File: config.mk
export PLATFORM = sky130hd
export DESIGN_NAME = mem_access_unit_flat
export DESIGN_NICKNAME = d
export VERILOG_FILES = /design/src/rtl/mem_access_unit_pkg.sv /design/src/rtl/mem_access_unit_if.sv /design/src/rtl/mem_lane_align.sv /design/src/rtl/mem_access_unit.sv /design/src/flat_wrapper.sv
export SDC_FILE = /design/constraint.sdc
export NUM_CORES = 1
export LEC_CHECK = 0
export CORE_MARGIN = 1
export CORE_UTILIZATION = 40
export DETAILED_ROUTE_END_ITERATION = 10
export GPL_TIMING_DRIVEN = 1
export PLACE_DENSITY = 0.79
export SLEW_MARGIN = 15
export SYNTH_ARGS = -nofsm -noshare
export SYNTH_HDL_FRONTEND = slang
export SYNTH_HIERARCHICAL = 1
export SYNTH_SLANG_ARGS = --single-unit
export TNS_END_PERCENT = 30
File: constraint.sdc
create_clock -name clk -period 2.3 [get_ports clk]
set_input_delay 0.23 -clock clk [delete_from_list [all_inputs] [get_ports clk]]
set_output_delay 0.23 -clock clk [all_outputs]
set_load 0.005 [all_outputs]
File: src/rtl/mem_access_unit_pkg.sv
// mem_access_unit_pkg: MemRW codes, access sizes, FSM states and op-decode helpers shared with the control decoder
package mem_access_unit_pkg;

    localparam logic [3:0] MRW_SB  = 4'b1000;
    localparam logic [3:0] MRW_SH  = 4'b1001;
    localparam logic [3:0] MRW_SW  = 4'b1010;
    localparam logic [3:0] MRW_LB  = 4'b1011;
    localparam logic [3:0] MRW_LBU = 4'b1100;
    localparam logic [3:0] MRW_LH  = 4'b1101;
    localparam logic [3:0] MRW_LHU = 4'b1110;
    localparam logic [3:0] MRW_LW  = 4'b1111;

    typedef enum logic [1:0] {SZ_B, SZ_H, SZ_W} size_e;
    typedef enum logic [1:0] {IDLE, BUSY, DONE} state_e;

    function automatic size_e op_size(input logic [2:0] op);
        return (op == MRW_LW[2:0] || op == MRW_SW[2:0]) ? SZ_W :
               (op == MRW_LH[2:0] || op == MRW_LHU[2:0] || op == MRW_SH[2:0]) ? SZ_H : SZ_B;
    endfunction

    function automatic logic op_signed(input logic [2:0] op);
        return op == MRW_LB[2:0] || op == MRW_LH[2:0];
    endfunction

    // 000/001/010 are stores; every other code reads memory
    function automatic logic op_is_load(input logic [2:0] op);
        return op != MRW_SB[2:0] && op != MRW_SH[2:0] && op != MRW_SW[2:0];
    endfunction

    function automatic logic misaligned(input size_e sz, input logic [1:0] lo);
        return (sz == SZ_H && lo[0]) || (sz == SZ_W && lo != 2'b00);
    endfunction

endpackage

File: src/rtl/mem_access_unit_if.sv
// mem_access_unit_if: word-wide byte-enabled request/ack data bus
//   bus_req/bus_we/bus_be/bus_addr/bus_wdata driven by the master,
//   bus_ack/bus_rdata driven by the slave (rdata valid in the ack cycle)
interface mem_access_unit_if;
    logic        bus_req;
    logic        bus_we;
    logic [3:0]  bus_be;
    logic [31:0] bus_addr;
    logic [31:0] bus_wdata;
    logic        bus_ack;
    logic [31:0] bus_rdata;
    modport master(output bus_req, bus_we, bus_be, bus_addr, bus_wdata, input bus_ack, bus_rdata);
    modport slave(input bus_req, bus_we, bus_be, bus_addr, bus_wdata, output bus_ack, bus_rdata);
endinterface

File: src/rtl/mem_lane_align.sv
// mem_lane_align: combinational byte-lane steering for one access
//   op        in  3   MemRW[2:0] code
//   addr_lo   in  2   address byte offset
//   wdata     in  32  unshifted store data
//   rdata     in  32  read word from the bus
//   be        out 4   byte enables, bit i = lane i
//   wdata_rep out 32  store data replicated into every lane
//   rdata_ext out 32  selected lane, sign/zero extended
module mem_lane_align
    import mem_access_unit_pkg::*;
(
    input  logic [2:0]  op,
    input  logic [1:0]  addr_lo,
    input  logic [31:0] wdata,
    input  logic [31:0] rdata,
    output logic [3:0]  be,
    output logic [31:0] wdata_rep,
    output logic [31:0] rdata_ext
);
    size_e       sz;
    logic        sgn;
    logic [31:0] lane;
    always_comb begin
        sz        = op_size(op);
        sgn       = op_signed(op);
        lane      = rdata >> {addr_lo, 3'b000};
        be        = sz == SZ_W ? 4'b1111 : sz == SZ_H ? (addr_lo[1] ? 4'b1100 : 4'b0011) : 4'b0001 << addr_lo;
        wdata_rep = sz == SZ_W ? wdata : sz == SZ_H ? {2{wdata[15:0]}} : {4{wdata[7:0]}};
        rdata_ext = sz == SZ_W ? lane :
                    sz == SZ_H ? {{16{sgn & lane[15]}}, lane[15:0]} : {{24{sgn & lane[7]}}, lane[7:0]};
    end
endmodule

File: src/rtl/mem_access_unit.sv
// mem_access_unit: MEM-stage MemRW consumer driving a request/ack bus with pipeline stall
//   clk, rst   clock and synchronous active-high reset
//   mem_rw     4-bit MemRW code ([3] = access), addr/wdata from EX/MEM
//   stall      freeze IF..MEM while an access is accepted or in flight
//   load_data  extended load result, valid with the load_done pulse
//   misalign   pulse: misaligned access rejected without a bus op
//   bus_err    pulse: no ack within TIMEOUT cycles
//   bus        master side of mem_access_unit_if
module mem_access_unit
    import mem_access_unit_pkg::*;
#(
    parameter int TIMEOUT = 16
) (
    input  logic              clk,
    input  logic              rst,
    input  logic [3:0]        mem_rw,
    input  logic [31:0]       addr,
    input  logic [31:0]       wdata,
    output logic              stall,
    output logic [31:0]       load_data,
    output logic              load_done,
    output logic              misalign,
    output logic              bus_err,
    mem_access_unit_if.master bus
);
    localparam int CW = $clog2(TIMEOUT);

    state_e      state_q, state_d;
    logic [2:0]  op_q, op_d;
    logic [31:0] addr_q, addr_d;
    logic [31:0] wdata_q, wdata_d;
    logic [CW-1:0] cnt_q, cnt_d;
    logic [31:0] load_data_q, load_data_d;
    logic        err_q, err_d;
    logic        misalign_q, misalign_d;
    logic        bad, accept, busy;
    logic [3:0]  be;
    logic [31:0] wdata_rep, rdata_ext;

    mem_lane_align u_align (
        .op(op_q),
        .addr_lo(addr_q[1:0]),
        .wdata(wdata_q),
        .rdata(bus.bus_rdata),
        .be(be),
        .wdata_rep(wdata_rep),
        .rdata_ext(rdata_ext)
    );

    assign bad       = misaligned(op_size(mem_rw[2:0]), addr[1:0]);
    assign accept    = state_q == IDLE && mem_rw[3] && !bad;
    assign busy      = state_q == BUSY;
    // the accept cycle stalls combinationally so EX/MEM keeps the instruction
    assign stall     = !rst && (busy || accept);
    assign load_data = load_data_q;
    assign load_done = state_q == DONE && op_is_load(op_q);
    assign misalign  = misalign_q;
    assign bus_err   = err_q;

    assign bus.bus_req   = busy;
    assign bus.bus_we    = busy && !op_is_load(op_q);
    assign bus.bus_be    = busy ? be : 4'b0000;
    assign bus.bus_addr  = busy ? {addr_q[31:2], 2'b00} : 32'd0;
    assign bus.bus_wdata = busy ? wdata_rep : 32'd0;

    always_comb begin
        state_d     = state_q;
        op_d        = op_q;
        addr_d      = addr_q;
        wdata_d     = wdata_q;
        cnt_d       = cnt_q;
        load_data_d = load_data_q;
        err_d       = 1'b0;
        misalign_d  = 1'b0;
        case (state_q)
            IDLE: begin
                misalign_d = mem_rw[3] && bad;
                if (accept) begin
                    state_d = BUSY;
                    op_d    = mem_rw[2:0];
                    addr_d  = addr;
                    wdata_d = wdata;
                    cnt_d   = '0;
                end
            end
            BUSY: begin
                if (bus.bus_ack) begin
                    state_d     = DONE;
                    load_data_d = rdata_ext;
                end else if (cnt_q == CW'(TIMEOUT - 1)) begin
                    state_d     = DONE;
                    load_data_d = '0;
                    err_d       = 1'b1;
                end else begin
                    cnt_d = cnt_q + 1'b1;
                end
            end
            default: state_d = IDLE;
        endcase
    end

    always_ff @(posedge clk) begin
        if (rst) begin
            state_q     <= IDLE;
            op_q        <= '0;
            addr_q      <= '0;
            wdata_q     <= '0;
            cnt_q       <= '0;
            load_data_q <= '0;
            err_q       <= 1'b0;
            misalign_q  <= 1'b0;
        end else begin
            state_q     <= state_d;
            op_q        <= op_d;
            addr_q      <= addr_d;
            wdata_q     <= wdata_d;
            cnt_q       <= cnt_d;
            load_data_q <= load_data_d;
            err_q       <= err_d;
            misalign_q  <= misalign_d;
        end
    end
endmodule
File: src/flat_wrapper.sv
// flat-port wrapper written by rule: the top's interface ports become plain ports
module mem_access_unit_flat import mem_access_unit_pkg::*;
#(
    parameter int TIMEOUT = 16
)
  (clk, rst, mem_rw, addr, wdata, stall, load_data, load_done, misalign, bus_err, bus_bus_req, bus_bus_we, bus_bus_be, bus_bus_addr, bus_bus_wdata, bus_bus_ack, bus_bus_rdata);
  mem_access_unit_if bus_i ();
  input  logic clk;
  input  logic rst;
  input  logic [3:0] mem_rw;
  input  logic [31:0] addr;
  input  logic [31:0] wdata;
  output logic stall;
  output logic [31:0] load_data;
  output logic load_done;
  output logic misalign;
  output logic bus_err;
  output wire logic [$bits(bus_i.bus_req)-1:0] bus_bus_req;
  output wire logic [$bits(bus_i.bus_we)-1:0] bus_bus_we;
  output wire logic [$bits(bus_i.bus_be)-1:0] bus_bus_be;
  output wire logic [$bits(bus_i.bus_addr)-1:0] bus_bus_addr;
  output wire logic [$bits(bus_i.bus_wdata)-1:0] bus_bus_wdata;
  input wire logic [$bits(bus_i.bus_ack)-1:0] bus_bus_ack;
  input wire logic [$bits(bus_i.bus_rdata)-1:0] bus_bus_rdata;
  assign bus_bus_req = bus_i.bus_req;
  assign bus_bus_we = bus_i.bus_we;
  assign bus_bus_be = bus_i.bus_be;
  assign bus_bus_addr = bus_i.bus_addr;
  assign bus_bus_wdata = bus_i.bus_wdata;
  assign bus_i.bus_ack = bus_bus_ack;
  assign bus_i.bus_rdata = bus_bus_rdata;
  mem_access_unit #(.TIMEOUT(TIMEOUT)) u_core (.clk(clk), .rst(rst), .mem_rw(mem_rw), .addr(addr), .wdata(wdata), .stall(stall), .load_data(load_data), .load_done(load_done), .misalign(misalign), .bus_err(bus_err), .bus(bus_i));
endmodule
==> summary.txt <==
Status
  • Status: finished, final reports clean

Clocking
  • Clock transition at path regs: ~80 ps
  • CTS tree: yes
  • Worst-Skew Late Latency: about 360 ps
  • H-tree Lvls: 3
  • Clk buf depth: 2
  • Clk sinks: between 100 and 150
  • TritonCTS buffer count: 9
  • Root Buffer: clkbuf_16

Cells and area
  • Area grow syn2layout: 40.4%
  • Fin nets: about 980
  • Inserted Diodes: 0
  • Share of cells above drive strength 1: 0.141
  • Fin cells: ~1,100
  • Filler cells: 1,420
  • Fin area: 8990 µm²

Place
  • Placed Cells: 1,070
  • Buffers on Ports: 206
  • RD Place Congestion: 0.805
  • Final HPWL DP: 12.7 mm
  • Placed instance area: 8610 µm²

Routing
  • Vias per cell: about 5.0
  • Wire per inst: roughly 16 µm
  • 1st-iter DRT viols: roughly 340
  • Post-DRT Antenna Nets: 0
  • Via count: 5,484
  • Post-Route WL: approximately 18 mm
  • Residual DRC: 0
  • Drt first pass iters: 4

Critical path
  • Max Fanout on Critical Path: 8
  • CP max stage delay: 440 ps
  • R2r worst-path depth: 7
  • CP endpoint kind: primary output
  • Startpoint Class: register
  • Crit path depth: 5
  • Worst path top cell family by delay: multiplexers
  • CP max stage cell: mux4_2
  • CP required: between 2000 and 2500 ps
  • Crit path arrival time: around 2000 ps
  • Crit-path cells: buf_6, mux2_2, mux4_2, and2_1, dlygate4sd2_1
  • WP buf/inv: 2
  • Crit Path Class: register to primary output

Yosys
  • Post-Syn Area per Cell: a little over 9 µm²
  • Post-Synth Adder-Cell Area: 0.00195
  • Distinct cells, synth: a little under 50
  • Post-synthesis xor/xnor area fraction: 0.00410
  • Top_reg_cell synth: dfxtp_1
  • Yosys reg bits: about 110
  • Compound-Gate Fraction of Synth Area: 0.106
  • Gate Count Post-Synth: a little under 700
  • Asr flop ratio synth: 0
  • Yosys warning count: 6
  • Post-synthesis mux area share: 0.218
  • Number of synthesized flops with an enable pin: 0
  • Largest family of logic cells by synthesized area: simple AND/OR/NAND/NOR gates
  • Cell area after synthesis: 6410 µm²
  • Synth Area in Simple Gates: 0.265
  • Sequential share of the synthesized area: 0.334

Die
  • Initial Utilization: 0.415
  • CORE AREA: ~15,000 µm²
  • Full die area: 16,500 µm²
  • Num ports: approximately 210
  • Standard-cell rows: 45
  • Height of the chip: ~130 µm
  • Die W: 129 µm

Timing
  • Worst-Margin Slew: 632 ps
  • Fmax: around 0.44 GHz
  • Setup-failing EPs final: 0
  • Hold Violations, Final: 0
  • Fin Setup TNS: 0 ps
  • Slew HR: 0.579
  • Fin crit share: 0.982
  • RSZ-0062 raised after global routing: yes
  • Max-slew violation count: 0
  • Fin crit period: about 2300 ps
  • Clk_skew: just under 9 ps

Global routing
  • Met3 Track Usage GR: 0.0516
  • Pin count of the biggest net entering global routing: between 100 and 150
  • Grt met1 use: 0.259
  • Grt total ovfl: 0
  • Initial antenna violation count: 0
  • Grt met2 use: 0.371
  • Most used routing layer: met2
  • GRT Total Usage: 0.216
  • First-pass GRT wire length: 27.5 mm
  • Vias in the first global route: 5,276

Pwr
  • Leakage: between 3 and 4 nW
  • Pwr Total: about 0.0046 W
  • PwrDens: between 500 and 600 nW/µm²
  • Worst vdd ir: between 300 and 400 µV

Job
  • Number of max-cap violations: 0

Hold path
  • Hold Crit Depth: 2
  • HP Class: primary input to register
## final timing paths
path	startpoint	end	slack [ps]
setup / recovery	u_core/op_q[2]	bus_bus_wdata[26]	40
hold / removal	rst	u_core/load_data[6]	250
setup reg to reg	u_core/addr_q[0]	u_core/load_data[31]	310
hold reg to reg	u_core/addr_q[23]	u_core/addr_q[23]	470
## cell usage in the layout (no fill, tap or decap), types with 7 or more instances in the layout
| cell | instances |
|---|---|
| a21o_1 | 8 |
| a211oi_1 | 7 |
| nand2b_1 | 134 |
| a22oi_1 | 32 |
| dfxtp_1 | 103 |
| nor2_1 | 37 |
| buf_4 | 24 |
| dlygate4sd2_1 | 13 |
| a21oi_1 | 14 |
| clkbuf_16 | 9 |
| mux2_2 | 32 |
| mux2i_1 | 82 |
| mux4_2 | 9 |
| o21ai_0 | 13 |
| and2_1 | 63 |
| nor2b_1 | 8 |
| clkdlybuf4s50_1 | 181 |
| o21ai_1 | 10 |
| nand2_1 | 12 |
## power breakdown
part | total (W) | internal [W] | switching [W]
logic | 0.00103 | 0.000583 | 0.000446
registers | 0.00202 | 0.00195 | 0.0000717
clock network | 0.00151 | 0.000753 | 0.000760
## layer usage
layer | share of wire | vias up | routed length [µm]
li1 | - | 2725 | -
met1 | 0.44 | 2568 | 7770
met2 | 0.48 | 171 | 8510
met3 | 0.066 | 20 | 1180
met4 | 0.018 | 0 | 311
met5 | 0 | - | 0
## kinds of logic after synthesis
logic type	count (synthesis)
other	1
buffers and inverters	71
multiplexers	124
AO/OA/AOI/OAI	98
adder cells (fa/ha/maj)	1
XOR/XNOR	3
flip-flops	107
AND/OR/NAND/NOR	285
## stage by stage
step | utilization | worst slack [ps] | hold slack (ps)
3_3_place_gp | 0.558 | 28.7 | 455
4_1_cts | 0.579 | -27.0 | 240
3_5_place_dp | 0.558 | 62.7 | 461
2_1_floorplan | - | 446 | 308
6_report | 0.583 | 40.8 | 250
5_1_grt | 0.583 | -23.9 | 260
## flip-flops by register name (all words and copies together), names as in the netlist
register / count
u_core/state_q: 2
u_core/bus_err: 1
u_core/misalign: 1
u_core/cnt_q: 4
u_core/op_q: 3
u_core/load_data: 32
u_core/addr_q: 32
u_core/wdata_q: 32
## cell type report
type                            instances  area (µm²)  area share
Timing Repair Buffer                  240        2390       0.266
Sequential cell                       107        2150       0.239
Clock inverter                          7        58.8     0.00654
Multi-Input combinational cell        513        3890       0.433
Inverter                                4        15.0     0.00167
Tap cell                              211         264      0.0294
Clock buffer                            9         225      0.0250
## Yosys cell counts (13+ instances only)
| master | n | share of area |
|---|---|---|
| nand2b_1 | 134 | 0.13 |
| dfxtp_1 | 107 | 0.33 |
| mux2i_1 | 82 | 0.13 |
| and2_1 | 69 | 0.067 |
| nor2_1 | 38 | 0.022 |
| mux2_2 | 33 | 0.058 |
| a22oi_1 | 32 | 0.037 |
| clkbuf_1 | 32 | 0.019 |
| a21oi_1 | 15 | 0.012 |
| buf_2 | 15 | 0.012 |
| o21ai_0 | 14 | 0.011 |
| nand2_1 | 13 | 0.0076 |
## timing repair
item,CTS,global route
hold endpoints to repair,0,0
gates resized for setup,42,24
hold buffers,0,0
pin swaps,1,2
setup endpoints to repair,28,23
buffers inserted,3,2
(Power assumes the default switching activity.)
